## config.mk

```make
export PLATFORM = sky130hd
export DESIGN_NAME = enc8to3_rr
export DESIGN_NICKNAME = d
export VERILOG_FILES = /design/src/rtl/enc8to3_rr.sv
export SDC_FILE = /design/constraint.sdc
export NUM_CORES = 1
export LEC_CHECK = 0
export ABC_AREA = 1
export ABC_CLOCK_PERIOD_IN_PS = 2500
export BUFFER_PORTS_ARGS = -buffer_cell sky130_fd_sc_hd__buf_2
export CAP_MARGIN = 20
export CORE_MARGIN = 3
export CORE_UTILIZATION = 34
export CTS_BUF_LIST = sky130_fd_sc_hd__clkbuf_8
export DETAILED_ROUTE_END_ITERATION = 10
export PLACE_DENSITY = 0.63
export REMOVE_ABC_BUFFERS = 1
export SYNTH_ARGS = -nofsm -noshare
export SYNTH_HDL_FRONTEND = slang
export SYNTH_SLANG_ARGS = --single-unit
```

## constraint.sdc

```tcl
create_clock -name clk -period 2.5 [get_ports clk]
set_input_delay 0.25 -clock clk [delete_from_list [all_inputs] [get_ports clk]]
set_output_delay 0.25 -clock clk [all_outputs]
set_load 0.01 [all_outputs]
```

## src/rtl/enc8to3_rr.sv

```systemverilog
// Registered 8-to-3 request encoder/arbiter with active-low requests, round-robin
// or fixed-priority search, and a valid/ack handshake on the held grant.
module enc8to3_rr #(
   parameter bit RR_EN = 1'b1
) (
   input  logic       clk,
   input  logic       rst_,
   input  logic       enb_,
   input  logic [7:0] req_,
   input  logic       ack,
   output logic       vld,
   output logic [2:0] sel,
   output logic [7:0] gnt_,
   output logic       multi
);

   typedef enum logic {IDLE, GRANT} state_t;

   state_t     state_q;
   logic [2:0] ptr_q;
   logic       vld_q;
   logic [2:0] sel_q;
   logic [7:0] gnt_q;
   logic       multi_q;

   logic [2:0] scan_ptr_d;
   logic       hit_d;
   logic [2:0] win_d;
   logic [3:0] cnt_d;
   logic       many_d;
   logic       arb_ok_d;

   function automatic logic [7:0] onehot_n(input logic [2:0] idx);
      logic [7:0] v;
      v = 8'hFF;
      v[idx] = 1'b0;
      return v;
   endfunction

   // A grant being acked re-arbitrates from the line after it; idle searches use the stored pointer.
   always_comb begin
      scan_ptr_d = ptr_q;
      if (state_q == GRANT) begin
         scan_ptr_d = RR_EN ? (sel_q + 3'd1) : 3'd0;
      end
   end

   always_comb begin
      hit_d = 1'b0;
      win_d = 3'd0;
      for (int k = 0; k < 8; k++) begin
         if (!hit_d && !req_[scan_ptr_d + 3'(k)]) begin
            hit_d = 1'b1;
            win_d = scan_ptr_d + 3'(k);
         end
      end
   end

   always_comb begin
      cnt_d = 4'd0;
      for (int i = 0; i < 8; i++) begin
         cnt_d = cnt_d + {3'b000, ~req_[i]};
      end
      many_d   = (cnt_d > 4'd1);
      arb_ok_d = !enb_ && hit_d;
   end

   always_ff @(posedge clk or negedge rst_) begin
      if (!rst_) begin
         state_q <= IDLE;
         ptr_q   <= 3'd0;
         vld_q   <= 1'b0;
         sel_q   <= 3'd0;
         gnt_q   <= 8'hFF;
         multi_q <= 1'b0;
      end else if (state_q == IDLE) begin
         if (arb_ok_d) begin
            state_q <= GRANT;
            vld_q   <= 1'b1;
            sel_q   <= win_d;
            gnt_q   <= onehot_n(win_d);
            multi_q <= many_d;
         end
      end else if (ack) begin
         // Without ack the grant is frozen, whatever req_ and enb_ do.
         ptr_q <= scan_ptr_d;
         if (arb_ok_d) begin
            vld_q   <= 1'b1;
            sel_q   <= win_d;
            gnt_q   <= onehot_n(win_d);
            multi_q <= many_d;
         end else begin
            state_q <= IDLE;
            vld_q   <= 1'b0;
            gnt_q   <= 8'hFF;
            multi_q <= 1'b0;
         end
      end
   end

   assign vld   = vld_q;
   assign sel   = sel_q;
   assign gnt_  = gnt_q;
   assign multi = multi_q;

endmodule

```

==> flow_metrics.py <==
metrics = {
    "placement": {
        "port_buffers": 24,
        "post-dp-hpwl_um": 4240,
        "gp_congestion": 0.901,
    },
    "sta": {
        "fin_worst_skew_ns": 0.00891,
        "max_freq_ghz": 0.368,
        "tightest_slew_ns": 0.410,
        "finalHoldViolCount": 0,
        "slew_headroom": 0.726,
        "fin_ws_ns": -0.217,
        "fin_crit_ns": 2.72,
        "finalCritPeriodShare": 1.09,
        "setup_viol": 14,
        "drv_slew": 0,
        "setup-tns-final_ns": -2.46,
        "rsz0062_at_grt": "yes",
    },
    "setup_path": {
        "critical_path_buf_inv_count": 12,
        "rrSetupSlack_ns": -0.18,
        "timing.critical_path.from": "req_[0]",
        "end_kind": "flip-flop",
        "worst_ep_required_time_ns": 2.69,
        "cp.arrival_ns": 2.91,
        "critical_path_class": "in -> reg",
        "rr_startpoint": "sel[0]",
        "slowest_delay_ns": 0.17,
        "critPathSlowestCell": "nor2_4",
        "worstSetupStartpointType": "input pin",
        "r2r_cells": 19,
        "rr_endpoint": "gnt_[3]",
        "worstPathMaxFanout": 7,
        "crit_top_cell": "buf_4",
        "path_cells": "buf_8 > inv_4 > buf_4 > buf_4 > buf_4 > buf_4 > buf_4 > buf_4 > buf_4 > buf_4 > buf_4 > nand2_4 > nand3_1 > nand2_1 > nand2_1 > nand2_2 > nand4_4 > nor2_4 > buf_6 > nand4_1 > nand3_1 > nand2_1 > nor2_1 > nor2_1",
        "cpLargestDelayFamily": "simple AND/OR/NAND/NOR gates",
    },
    "drt": {
        "drtPass1Iterations": 4,
        "drcViolationCount": 0,
        "drt_wl_total_um": 5620,
        "wl_per_cell_um": 12.0,
        "ant_nets": 0,
        "drt-initial-drc-count": 133,
        "via_count": 2266,
        "viasPerCell": 4.83,
    },
    "logic_synthesis": {
        "ys_async_sr_fraction": 1.00,
        "synth_area_leaders": "nand2_1, nand3_1, dfrtp_1, dfstp_2, inv_1",
        "ys.warnings.count": 0,
        "ys_seq_elements": 17,
        "syn_inst": 305,
        "synth.distinct_cells": 29,
        "synth_edf_count": 0,
        "synth_area_per_cell_sq_um": 6.60,
        "synth_top_area_cell": "nand2_1",
        "yosysSeqAreaShare": 0.216,
        "synth_top_area_frac": 0.175,
        "yosysMostFrequentCell": "nand2_1",
        "synth_area_sq_mm": 0.00201,
        "ys.flop_type": "dfrtp_1",
        "synthTopCellsByCount": "nand2_1, nand3_1, inv_1",
    },
    "power_and_ir_drop": {
        "power.density_mw_per_mm2": 1570,
        "power_leakage_nw": 1.56,
        "ir_drop_mv": 0.652,
        "finalPower_w": 0.00470,
    },
    "floorplanning": {
        "start_util": 0.359,
        "rows": 27,
        "core-area_sq_mm": 0.00561,
        "die_h_um": 83.0,
        "dieWidth_um": 83.0,
        "boundaryPins": 25,
        "dieArea_sq_mm": 0.00688,
    },
    "cts": {
        "cts_max_path_buffers": 2,
        "path_clk_slew_ns": 0.07,
        "htree_levels": 1,
        "cts_buffers": 3,
        "cts-root-buf": "clkbuf_8",
        "cts_sinks": 17,
        "cts_tree": "yes",
        "clock_latency_ns": 0.25,
    },
    "cells_and_area": {
        "diodes": 0,
        "area_delta_synth_final_pct": 48.1,
        "drive_gt1_frac": 0.466,
        "fillers": 538,
        "fin_nets": 420,
    },
    "global_route": {
        "grt_overflow": 0,
        "grt_use_total": 0.159,
        "antenna_found_initial": 0,
        "grt_pass1_wl_um": 9430,
        "grt_pass1_vias": 2196,
        "grt_max_degree": 18,
    },
    "worst_hold_path": {
        "hold_end": "state_q",
        "hold_depth": 4,
        "hp-class": "in -> reg",
        "hp-start": "ack",
    },
    "run_status": {
        "violations": "setup timing",
        "status": "finished with violations",
    },
    "job": {
        "drv_cap": 0,
    },
}
[layout by cell type, fill, tap and decap left out, drive strengths merged]
master / synthesis / layout
nand2: 116 / 116
buf: 4 / 91
nand3: 57 / 57
nor2: 40 / 40
inv: 37 / 37
o21ai: 11 / 11
dfrtp: 9 / 9
dfstp: 8 / 8
nand4: 7 / 7
ha: 6 / 6
fa: 4 / 4
clkbuf: 0 / 3
a21oi: 2 / 2
or2: 1 / 1
nor3: 1 / 1
o21bai: 1 / 1
a211o: 1 / 1
clkinv: 0 / 1
dlygate4sd3: 0 / 1
[flip-flops by register name (all words and copies together) (netlist names)]
| name | count |
|---|---|
| gnt_ | 8 |
| multi | 1 |
| ptr_q | 3 |
| sel | 3 |
| state_q | 1 |
| vld | 1 |
[area by class of cell]
| class | count | area (sq um) | area share |
|---|---|---|---|
| multi-input cells | 247 | 1550 | 0.520 |
| repair buffers | 92 | 699 | 0.234 |
| clock inverters | 1 | 5.00 | 0.00168 |
| inverters | 37 | 161 | 0.0541 |
| clock buffers | 3 | 41.3 | 0.0138 |
| flip-flops and latches | 17 | 435 | 0.146 |
| well taps | 72 | 90.1 | 0.0302 |
[worst reg2reg max path, stage by stage, from the launching register on]
cell and delay (ns):
dfrtp_1 0.41, ha_4 0.29, inv_4 0.04, nand2_4 0.05
nand2_4 0.06, ha_4 0.31, inv_4 0.05, nand3_2 0.07
nand2_2 0.08, nand2_2 0.09, nand2_4 0.08, nor2_8 0.13
nand4_4 0.12, nor2_4 0.17, buf_6 0.12, nand4_1 0.13
nand3_1 0.15, nand2_1 0.10, nor2_1 0.13, nor2_1 0.06
[metal layers]
layer | GRT usage | up-vias | wire length (um)
li1 | - | 1163 | -
met3 | 0.0169 | 4 | 161
met4 | 0.0371 | 0 | 46
met2 | 0.284 | 36 | 2910
met5 | 0 | - | 0
met1 | 0.205 | 1063 | 2500
[worst max path at each step]
stage	to	cells past startpoint
floorplan	multi	10
detailed placement	multi	11
global placement	multi	11
finish	gnt_[3]	24
global route	gnt_[3]	19
CTS	multi	11
[per-stage QoR]
| stage | cell area, sq um | instances | hold slack [ns] | util | setup slack (ns) |
|---|---|---|---|---|---|
| 4_1_cts | 2820 | 462 | 0.342 | 0.502 | -0.216 |
| 2_1_floorplan | 1970 | 301 | -0.0456 | - | -0.357 |
| 5_1_grt | 2980 | 469 | 0.355 | 0.532 | -0.366 |
| 3_3_place_gp | 2510 | 440 | 0.186 | 0.448 | -0.525 |
| 3_5_place_dp | 2510 | 440 | 0.193 | 0.448 | -0.554 |
| 6_report | 2980 | 469 | 0.345 | 0.532 | -0.217 |
[power by group]
part           internal [W]  switching (W)  leakage [nW]
Clock              0.000110      0.0000972        0.0255
Combinational       0.00173        0.00230          1.34
Sequential         0.000386      0.0000680         0.193
[cells by family after synthesis]
logic type / after synthesis / synth area share
AO/OA/AOI/OAI: 15 / 0.0404
adder cells (fa/ha/maj): 10 / 0.0770
buffers and inverters: 41 / 0.0988
flip-flops: 17 / 0.216
AND/OR/NAND/NOR: 222 / 0.568
[timing repair]
action / 4_1_cts / 5_1_grt
buffers inserted: 18 / 7
gates resized for setup: 38 / 32
hold endpoints to repair: 9 / 0
hold buffers: 1 / 0
endpoints found under the setup margin: 14 / 14
pin swaps: 18 / 32
Power figures use the tool's default switching activity.
